`src/rtl/gpio_bidirec_seq_if.sv`:
```
// Request/response bundle between a requester and the GPIO sequencer.
// Signal names follow the sequencer's point of view (_i = into sequencer).
// slave modport is the sequencer side, master modport is the requester side.
interface gpio_bidirec_seq_if;
   logic       req_valid_i;
   logic       req_ready_o;
   logic       req_wr_i;
   logic [7:0] req_data_i;
   logic       rsp_valid_o;
   logic [7:0] rsp_data_o;

   modport slave (
      input  req_valid_i, req_wr_i, req_data_i,
      output req_ready_o, rsp_valid_o, rsp_data_o
   );

   modport master (
      output req_valid_i, req_wr_i, req_data_i,
      input  req_ready_o, rsp_valid_o, rsp_data_o
   );
endinterface

```
`src/rtl/gpio_bidirec_seq.sv`:
```
// Purpose: sequences 8-bit read/write requests onto a bidirectional GPIO pad stage with turnaround gaps and a strobe.
// Latency: write TURN+HOLD cycles then ready; read response pulse in cycle TURN+HOLD+2 (TURN is 0 or TURNAROUND).
// Backpressure: req_ready_o is high only in IDLE; requests presented while busy are ignored, no queueing.
module gpio_bidirec_seq #(
   parameter int TURNAROUND = 2,
   parameter int HOLD       = 4
) (
   input  logic                clk,
   input  logic                rst_n,
   gpio_bidirec_seq_if.slave   req,
   output logic [7:0]          din_o,
   output logic                in_not_out_o,
   output logic                strobe_o,
   input  logic [7:0]          dout_i
);

   localparam logic [7:0] TA_L   = 8'(TURNAROUND);
   localparam logic [7:0] HOLD_L = 8'(HOLD);

   typedef enum logic [2:0] {
      S_IDLE,
      S_TURN,
      S_WRITE,
      S_READ,
      S_CAPTURE
   } state_t;

   state_t     state_q, state_d;
   logic [7:0] cnt_q, cnt_d;
   logic       drive_q, drive_d;     // 1 = last completed transfer left the bus driven
   logic       wr_q, wr_d;           // direction of the accepted request
   logic [7:0] wdata_q, wdata_d;     // write data captured at accept
   logic [7:0] din_q, din_d;
   logic [7:0] rsp_data_q, rsp_data_d;
   logic       rsp_valid_q, rsp_valid_d;
   logic       ready_c, inno_c, strobe_c;

   // State and datapath registers; async reset releases the bus and drops any in-flight request.
   always_ff @(posedge clk or negedge rst_n) begin
      if (!rst_n) begin
         state_q     <= S_IDLE;
         cnt_q       <= 8'd0;
         drive_q     <= 1'b0;
         wr_q        <= 1'b0;
         wdata_q     <= 8'd0;
         din_q       <= 8'd0;
         rsp_data_q  <= 8'd0;
         rsp_valid_q <= 1'b0;
      end else begin
         state_q     <= state_d;
         cnt_q       <= cnt_d;
         drive_q     <= drive_d;
         wr_q        <= wr_d;
         wdata_q     <= wdata_d;
         din_q       <= din_d;
         rsp_data_q  <= rsp_data_d;
         rsp_valid_q <= rsp_valid_d;
      end
   end

   // Next-state and pad-control decode; the counter is loaded on entry and the state exits when it reaches 1.
   always_comb begin
      state_d     = state_q;
      cnt_d       = cnt_q;
      drive_d     = drive_q;
      wr_d        = wr_q;
      wdata_d     = wdata_q;
      din_d       = din_q;
      rsp_data_d  = rsp_data_q;
      rsp_valid_d = 1'b0;
      ready_c     = 1'b0;
      inno_c      = 1'b1;
      strobe_c    = 1'b0;
      case (state_q)
         S_IDLE: begin
            ready_c = 1'b1;
            inno_c  = ~drive_q;      // a finished write keeps driving the bus
            cnt_d   = 8'd0;
            if (req.req_valid_i) begin
               wr_d    = req.req_wr_i;
               wdata_d = req.req_data_i;
               // Direction change needs a released gap unless turnaround is disabled.
               if ((req.req_wr_i != drive_q) && (TA_L != 8'd0)) begin
                  state_d = S_TURN;
                  cnt_d   = TA_L;
               end else begin
                  cnt_d = HOLD_L;
                  if (req.req_wr_i) begin
                     state_d = S_WRITE;
                     din_d   = req.req_data_i;
                  end else begin
                     state_d = S_READ;
                  end
               end
            end
         end
         S_TURN: begin
            if (cnt_q == 8'd1) begin
               cnt_d = HOLD_L;
               if (wr_q) begin
                  state_d = S_WRITE;
                  din_d   = wdata_q;
               end else begin
                  state_d = S_READ;
               end
            end else begin
               cnt_d = cnt_q - 8'd1;
            end
         end
         S_WRITE: begin
            inno_c   = 1'b0;
            strobe_c = (cnt_q != HOLD_L);   // first write cycle is data setup only
            drive_d  = 1'b1;
            if (cnt_q == 8'd1) begin
               state_d = S_IDLE;
               cnt_d   = 8'd0;
            end else begin
               cnt_d = cnt_q - 8'd1;
            end
         end
         S_READ: begin
            strobe_c = 1'b1;
            drive_d  = 1'b0;
            if (cnt_q == 8'd1) begin
               state_d = S_CAPTURE;
               cnt_d   = 8'd0;
            end else begin
               cnt_d = cnt_q - 8'd1;
            end
         end
         S_CAPTURE: begin
            // dout_i now carries the pad value of the last READ cycle.
            rsp_data_d  = dout_i;
            rsp_valid_d = 1'b1;
            state_d     = S_IDLE;
         end
         default: begin
            state_d = S_IDLE;
            cnt_d   = 8'd0;
         end
      endcase
   end

   assign req.req_ready_o = ready_c;
   assign req.rsp_valid_o = rsp_valid_q;
   assign req.rsp_data_o  = rsp_data_q;
   assign din_o           = din_q;
   assign in_not_out_o    = inno_c;
   assign strobe_o        = strobe_c;

endmodule

```
`src/flat_wrapper.sv`:
```
// flat-port wrapper written by rule: the top's interface ports become plain ports
module gpio_bidirec_seq_flat 
#(
   parameter int TURNAROUND = 2,
   parameter int HOLD       = 4
)
  (clk, rst_n, din_o, in_not_out_o, strobe_o, dout_i, req_req_valid_i, req_req_wr_i, req_req_data_i, req_req_ready_o, req_rsp_valid_o, req_rsp_data_o);
  gpio_bidirec_seq_if req_i ();
  input  logic clk;
  input  logic rst_n;
  output logic [7:0] din_o;
  output logic in_not_out_o;
  output logic strobe_o;
  input  logic [7:0] dout_i;
  input wire logic [$bits(req_i.req_valid_i)-1:0] req_req_valid_i;
  input wire logic [$bits(req_i.req_wr_i)-1:0] req_req_wr_i;
  input wire logic [$bits(req_i.req_data_i)-1:0] req_req_data_i;
  output wire logic [$bits(req_i.req_ready_o)-1:0] req_req_ready_o;
  output wire logic [$bits(req_i.rsp_valid_o)-1:0] req_rsp_valid_o;
  output wire logic [$bits(req_i.rsp_data_o)-1:0] req_rsp_data_o;
  assign req_i.req_valid_i = req_req_valid_i;
  assign req_i.req_wr_i = req_req_wr_i;
  assign req_i.req_data_i = req_req_data_i;
  assign req_req_ready_o = req_i.req_ready_o;
  assign req_rsp_valid_o = req_i.rsp_valid_o;
  assign req_rsp_data_o = req_i.rsp_data_o;
  gpio_bidirec_seq #(.TURNAROUND(TURNAROUND), .HOLD(HOLD)) u_core (.clk(clk), .rst_n(rst_n), .req(req_i), .din_o(din_o), .in_not_out_o(in_not_out_o), .strobe_o(strobe_o), .dout_i(dout_i));
endmodule
```
`config.mk`:
```
export PLATFORM = sky130hd
export DESIGN_NAME = gpio_bidirec_seq_flat
export DESIGN_NICKNAME = d
export VERILOG_FILES = /design/src/rtl/gpio_bidirec_seq_if.sv /design/src/rtl/gpio_bidirec_seq.sv /design/src/flat_wrapper.sv
export SDC_FILE = /design/constraint.sdc
export NUM_CORES = 1
export LEC_CHECK = 0
export CORE_MARGIN = 10
export CORE_UTILIZATION = 40
export CTS_CLUSTER_SIZE = 25
export DETAILED_ROUTE_END_ITERATION = 16
export PLACE_DENSITY = 0.78
export REMOVE_ABC_BUFFERS = 1
export SLEW_MARGIN = 20
export SYNTH_ARGS = -nofsm -noshare
export SYNTH_HDL_FRONTEND = slang
export SYNTH_SLANG_ARGS = --single-unit
```
`constraint.sdc`:
```
create_clock -name clk -period 1.8 [get_ports clk]
set_clock_uncertainty 0.15 [all_clocks]
set_input_delay 0.36 -clock clk [delete_from_list [all_inputs] [get_ports clk]]
set_output_delay 0.36 -clock clk [all_outputs]
set_load 0.02 [all_outputs]
```
# After elaboration in Yosys (flattened, before gate mapping)
# Index checks and enable logic that the tools add are counted.
# word_totals
reg_bits	38
latchBits	0
mem_bits_rw	0
mem_bits_ro	0
inputBits	20
out_inout_bits	20
wordCells	55
memories	0
# op_classes
add_sub_neg	1
n_mul	0
div_mod_pow	0
n_lt_le_gt_ge	0
eq_ne	14
n_shift	0
n_mux	24
bitwise	1
reduce_logical	7
# ops
operator	count
$mux W8	8
$pmux W8 S4	1
$mux W3	6
$pmux W8 S2	1
$pmux W3 S4	1
$eq A8 B1 Y1 const B	1
$ne A2 B1 Y1 const B	4
$ne A8 B3 Y1 const B	1
$sub A8 B1 Y8 const B	1
$eq A3 B2 Y1 const B	2
$ne A2 B2 Y1 const B	3
$pmux W1 S2	3
$reduce_and A6 Y1	1
$mux W1	4
$reduce_and A4 Y1	1
$reduce_bool A2 Y1	2
$eq A3 B1 Y1 const B	1
$eq A3 B3 Y1 const B	1
$logic_not A3 Y1	1
$reduce_and A2 Y1	1
$reduce_or A2 Y1	1
$ne A1 B1 Y1	1
$not A1 Y1	1

# Logic depth before layout (Yosys ltp)
# Gate-level depths: netlist (run 1).
# logic_depth
depth_word	4
ltp_mapped	7
ltp_nobuf	5

# Worst setup path after synthesis (run 1)
# OpenSTA, ideal clock, no wires.
# synth_path
path_kind	register to register
from	register u_core.state_q[2]
to	register u_core.din_q[0], in the netlist u_core.din_o[0]
setup_ps	125
arrival_ps	1917
t_required_ps	1525
setup_slack_ps	-391
stages_incl_launch_ff	6
n_path_buf	1
synth_period_minus_slack_ps	2191
path_cell_list	dfrtp_1 buf_2 nor3_1 nand3_1 o21ai_4 mux2_2
# synth_via
elab_chain_len	3
word_cells_on_any_way	10
cone_classes	6 x eq/ne; 1 x mux; 3 x reduce/logical
# synth_rtl
element	line	rtl
from (decl)	gpio_bidirec_seq.sv:28	state_t state_q, state_d;
from (signal assigned)	gpio_bidirec_seq.sv:50	state_q <= state_d;
$eq A3 B1 Y1 / $logic_not A3 Y1 (equally long branches)	gpio_bidirec_seq.sv:74	case (state_q)
$ne A2 B1 Y1 (no source line), or another cell as far along	-	
$reduce_and A6 Y1 (no source line)	-	
to (signal assigned)	gpio_bidirec_seq.sv:55	din_q <= din_d;
to (decl)	gpio_bidirec_seq.sv:33	logic [7:0] din_q, din_d;
# Parallel ways exist; a longest one is shown, timed or not.
# A chain may end at the register's enable or synchronous reset.

# Final worst setup path (run 1)
# layout_path
from	register u_core.cnt_q[5]
to	output strobe_o
# layout_via
elab_chain_len	2
# layout_rtl
element	line	rtl
from (decl)	gpio_bidirec_seq.sv:29	logic [7:0] cnt_q, cnt_d;
from (signal assigned)	gpio_bidirec_seq.sv:51	cnt_q <= cnt_d;
$ne A8 B3 Y1	gpio_bidirec_seq.sv:112	strobe_c = (cnt_q != HOLD_L);
$pmux W1 S2	gpio_bidirec_seq.sv:74	
to (decl)	flat_wrapper.sv:13	output logic strobe_o;
# Every way passes these cells.

==> run metrics, run 1 <==
DR WL/cell roughly 16 µm; slew margin rel. just over 70%; drt total wl ~5100 µm; Slew @ Worst Pin roughly 420 ps; hpwl dp 3398 µm; Core ar. 4384 µm²; CTS tree yes; CTS sink count 38; DIE WIDTH 87.33 µm; antenna violations before repair 0; Initial DRC Count a little under 90; vias in the first global route 1700; cell with the most instances after synthesis nand2_1; Routed Antenna Nets 0; maximum VDD drop 1.013 mV; Worst Hold Class reg -> reg; GR Overflow Total 0; largest cells by area after synthesis dfrtp_1, nand2_1, mux2_2; worst skew pair latency 300 ps; CP Class reg -> out; post-synth top area cell dfrtp_1; die area 7626 µm²; largest net degree at the start of global routing 23; worst-path maximum fanout 2; Final GP Congestion roughly 0.80; predominant post-synthesis flop cell dfrtp_1; Max-Cap Viols 0; share of the synthesized area in the top cell type 52.45%; failing checks setup timing; pwr/cell area 1975 nW/µm²; final setup margin -114.0 ps; Post-synth EDFFs 0; Mean Syn Cell Area 9.853 µm²; Antenna Diode Count 0; setup_tns -552.0 ps; Nets ~290; RSZ-0062 raised after global routing true; final worst-path cycle share 106.3%; root buffer cell clkbuf_8; layout cells sized above 1 a little over a third; row count 24; Synth Instances between 150 and 200; DR vias 1649; Unique masters post-synth 32; Crit. End Element output pin; Final Hold Viols 0; pre-CTS setup slack -418.8 ps; pins over their slew limit 0; register area share after synthesis 52.45%; most frequent cells after synthesis nand2_1, dfrtp_1, mux2_2; H-tree lvl count 2; Fill cells 314; Avg Vias per Cell 5.137; Port Buffers 39; CTS clk-pin slew, worst paths roughly 80 ps; DIE HEIGHT 87.33 µm; WP data arrival 1400 ps; Area growth syn-to-layout 60.32%; Ports 40; Max Fclk approximately 0.52 GHz; Synth async-reset ratio between 90% and 100%; Post-Syn Area between 1500 and 2000 µm²; register bit count reported by yosys 38; Initial Utilization 41.35%; first-pass GRT wire length 8128 µm; detailed-router iteration count before antenna repair 4; CP Data Required Time 1290 ps; total power between 5 and 6 mW; status finished with violations; Worst setup SP type flip-flop; clk buf depth 2; number of remaining DRC errors 0; Final Critical Period 1914 ps; warnings from Yosys 0; # setup viols final 10; CTS Buf Count 5; leakage power 1.440 nW; Total Routing Usage GR a little over an eighth
flip-flops by register name, indices dropped and copies added (netlist names):
signal                  count
u_core.drive_q              1
u_core.din_o                8
u_core.wdata_q              8
u_core.req.rsp_valid_o      1
u_core.cnt_q                8
u_core.req.rsp_data_o       8
u_core.state_q              3
u_core.wr_q                 1
final timing paths:
path / startpoint / depth (start not counted) / to / slack (ps)
max in group asynchronous: rst_n / 3 / u_core.cnt_q[0] / 670
hold reg to reg: u_core.req.rsp_data_o[7] / 2 / u_core.req.rsp_data_o[7] / 320
min in group asynchronous: rst_n / 2 / u_core.din_o[0] / 370
setup / recovery: u_core.cnt_q[5] / 4 / strobe_o / -110
hold / removal: u_core.req.rsp_data_o[7] / 2 / u_core.req.rsp_data_o[7] / 320
setup reg to reg: u_core.cnt_q[5] / 6 / u_core.din_o[4] / -60
report_power, final:
group,internal [mW],switching (mW),total [mW]
logic,1.69,1.61,3.30
registers,1.27,0.293,1.57
clock network,0.555,0.321,0.876
cell usage in the layout, fill, tap and decap left out, drive strengths merged:
cell type and n:
clkbuf 5, and4 1, nand2b 1, or3 1, dlygate4sd2 3, o22ai 1
nand2 65, dfrtp 38, o311ai 1, nor4 1, a21oi 3, and2 1
a32o 1, mux2 16, nor3 5, and3 1, xor2 2, nor2 5
ha 4, a31oi 5, dlymetal6s2s 11, a311o 1, o211ai 2, dlygate4sd3 1
o21ai 8, clkdlybuf4s50 21, bufinv 2, nand3b 1, buf 48, clkinv 1
nor3b 2, inv 3, nor2b 3, nand3 4, a311oi 1
routing by layer:
| layer | global-route usage (%) | share of wire [%] | wire length [µm] |
|---|---|---|---|
| met1 | 15.82 | 41 | 2112 |
| met2 | 21.43 | 51 | 2586 |
| met4 | 6.377 | 2.9 | 146 |
| met5 | 0 | 0 | 0 |
| met3 | 3.652 | 5.0 | 255 |
cell families (layout without fill, tap and decap cells):
| kind of cell | after synthesis | after routing | synth area share [%] |
|---|---|---|---|
| XOR/XNOR | 2 | 2 | 0.9664 |
| adder cells (fa/ha/maj) | 4 | 4 | 2.761 |
| AND/OR/NAND/NOR | 91 | 91 | 22.57 |
| multiplexers | 16 | 16 | 9.938 |
| buffers and inverters | 10 | 95 | 2.346 |
| flip-flops | 38 | 38 | 52.45 |
| AO/OA/AOI/OAI | 23 | 23 | 8.971 |
per-stage QoR:
stage                     area, µm²  hold slack (ps)  util (%)  std cells
after detailed placement       2492            170.2     56.85        301
after CTS                      2758            331.9     62.90        317
after global routing           2907            347.7     66.30        321
after global placement         2492            159.8     56.85        301
final                          2907            322.8     66.30        321
after floorplan                1782           -85.59         -        177
layout make-up:
cell class,instances,area (µm²),share of cell area (%)
Inverter,3,11.26,0.3874
Clock buffer,5,68.82,2.368
Timing Repair Buffer,84,777.0,26.73
Clock inverter,3,68.82,2.368
Multi-Input combinational cell,136,959.7,33.02
Tap cell,52,65.06,2.238
Sequential cell,38,955.9,32.89
what timing repair did:
action | 4_1_cts | 5_1_grt
buffers inserted | 7 | 5
setup endpoints to repair | 13 | 29
resized for setup | 34 | 36
hold buffers | 1 | 0
pin swaps | 6 | 10
hold endpoints to repair | 16 | 0
worst max-delay path, cell delays in order, from the launching register on:
cell	delay, ps
dfrtp_1	420
nor4_4	310
nor2b_4	200
a21oi_2	60
buf_6	130
(Power assumes the default switching activity.)
==> run 2: changes to the inputs <==
--- a/config.mk
+++ b/config.mk
@@ -11,3 +11,3 @@
 export DETAILED_ROUTE_END_ITERATION = 16
-export PLACE_DENSITY = 0.78
+export PLACE_DENSITY = 0.68
 export REMOVE_ABC_BUFFERS = 1
==> constraint.sdc (replaced) <==
create_clock -name clk -period 1.8 [get_ports clk]
set_clock_uncertainty 0.15 [all_clocks]
set_input_delay 0.18 -clock clk [delete_from_list [all_inputs] [get_ports clk]]
set_output_delay 0.18 -clock clk [all_outputs]
set_load 0.02 [all_outputs]
==> run 2 against run 1 <==
The flow still finishes with violations (setup timing). Cell count down 2.5%. Combinational power shrank 10%. Sequential power down 3%. Critical path type is now reg -> reg. Largest cell class is now registers.
==> run metrics, run 2 (synthesized netlist as in run 1, its figures left out) <==
GR Overflow Total 0 (unchanged); Reg-to-Reg End u_core.din_o[1]; Hold Crit Depth 3 (+1); pwr/cell area 1885 nW/µm² (-4.6%); kind of cell adding the most delay to the critical path flip-flops; Total Routing Usage GR 12.61% (-0.66 points); antenna violations before repair 0 (unchanged); Worst Hold Class in -> reg; Final GP Congestion 0.7843 (-1.6%); Port Buffers 39 (unchanged); # setup viols final 9 (-1); DIE HEIGHT 87.33 µm (unchanged); slowest CP cell dfrtp_1; WP data arrival 1880 ps (+480 ps); slowest stage delay, CP 410 ps (about the same); Avg Vias per Cell 4.904 (-4.5%); pins over their slew limit 0 (unchanged); hold path endpoint u_core.req.rsp_data_o[4]; total power 5.054 mW (-12%); Core Util, Final 61.16% (-5.1 points); drt total wl 4548 µm (-11%); CTS tree yes; largest net degree at the start of global routing 39 (+70%); die area 7626 µm² (unchanged); leakage power 1.264 nW (-12%); H-tree lvl count 2 (unchanged); row count 24 (unchanged); Worst setup SP type flip-flop; most frequent cells in the layout nand2_1, dfrtp_1, buf_4; CP Data Required Time 1820 ps (+530 ps); Antenna Diode Count 0 (unchanged); vias in the first global route 1613 (-5.1%); Final Critical Period 1858 ps (-56.14 ps); r2r startpoint u_core.cnt_q[5]; Slew @ Worst Pin 474.8 ps (+52.43 ps); Initial Utilization 41.35% (unchanged); worst min-delay path startpoint dout_i[4]; layout cells sized above 1 27.59% (-8.1 points); Routed Antenna Nets 0 (unchanged); final worst-path cycle share 103.2% (-3.1 points); clk buf depth 2 (unchanged); post-route cell area 2681 µm² (-7.7%); DR vias 1535 (-6.9%); status finished with violations; failing checks setup timing; CTS sink count 38 (unchanged); flop2flop setup slack -60 ps (about the same); pre-CTS setup slack -239.1 ps (+179.7 ps); Max-Cap Viols 0 (unchanged); worst-case reg-to-reg path depth 6 (unchanged); commonest non-fill, non-tap cell in the layout nand2_1; critical path, cell by cell nor4_4 -> buf_4 -> nand3_4 -> o21ai_4 -> buf_12 -> mux2_4; DIE WIDTH 87.33 µm (unchanged); Max Fclk 0.5382 GHz (+3.0%); slew margin rel. 68.35% (-3.5 points); worst skew pair latency 280 ps (-20 ps); final setup margin -57.89 ps (+56.14 ps); detailed-router iteration count before antenna repair 4 (unchanged); RSZ-0062 raised after global routing true; maximum VDD drop 0.7555 mV (-25%); Nets 286 (-2.1%); worst-path maximum fanout 8 (+6); CTS clk-pin slew, worst paths 70 ps (about the same); Ports 40 (unchanged); CTS Buf Count 5 (unchanged); Initial DRC Count 98 (+10%); Area growth syn-to-layout 47.89%; DR WL/cell 14.53 µm (-8.6%); setup_tns -435.7 ps (+116.3 ps); hpwl dp 3219 µm (-5.3%); root buffer cell clkbuf_8; Buf+Inv Stages, Crit Path 2 (+1); Placed Instance Area 2510 µm² (+0.70%); Crit. End Element flip-flop; Core ar. 4384 µm² (unchanged); CP Class reg -> reg; first-pass GRT wire length 7624 µm (-6.2%); number of remaining DRC errors 0 (unchanged); Final Hold Viols 0 (unchanged)
## run 2: worst max path at each step
| stage | from | to | slack, ps | depth (start not counted) |
|---|---|---|---|---|
| floorplan | u_core.state_q[2] | u_core.din_o[0] | -570 | 4 |
| global placement | req_req_wr_i | u_core.din_o[0] | -200 | 6 |
| detailed placement | req_req_wr_i | u_core.din_o[1] | -240 | 6 |
| CTS | u_core.cnt_q[5] | strobe_o | -120 | 4 |
| global route | u_core.cnt_q[5] | u_core.din_o[1] | -120 | 6 |
| finish | u_core.cnt_q[5] | u_core.din_o[1] | -60 | 6 |
## run 2: cell type report
class                      count  area [µm²]
inverter                       3       11.26
sequential                    38       950.9
tap                           52       65.06
multi-input combinational    136       889.6
fill                         378        1703
clock buffer                   6       82.58
timing repair buffer          78       681.9
## run 2: routing by layer
layer,global-route usage [%],vias to the layer above,share of wire (%)
met3,4.026,6,4.5
met2,19.18,24,47
met1,15.53,731,46
li1,-,774,-
met5,0,-,0
met4,6.522,0,2.1
## run 2: power breakdown
group | total [mW] | switching (mW) | internal, mW
Combinational | 2.96 | 1.45 | 1.52
Sequential | 1.52 | 0.252 | 1.27
Clock | 0.573 | 0.277 | 0.295
Total | 5.05 | 1.97 | 3.08
## run 2: worst reg2reg max path: cells and delay by family (launching register included)
kind,cells,cell delay (ps)
simple gates,2,390
mux,1,310
buf+inv,2,330
compound gates,1,160
flops,1,410
## run 2: repair_timing
action                                  CTS  global route
hold buffers                              1             0
pin swaps                                 2             3
endpoints found under the hold margin    38             0
gates resized for setup                  17            10
setup buffers                             2             0
endpoints found under the setup margin   16            26
## run 2: per-stage QoR
| step | std cells | hold slack [ps] |
|---|---|---|
| finish | 313 | 270.5 |
| global route | 313 | 267.7 |
| CTS | 313 | 256.9 |
| detailed placement | 305 | 114.4 |
| global placement | 305 | 106.1 |
| floorplan | 177 | -265.6 |
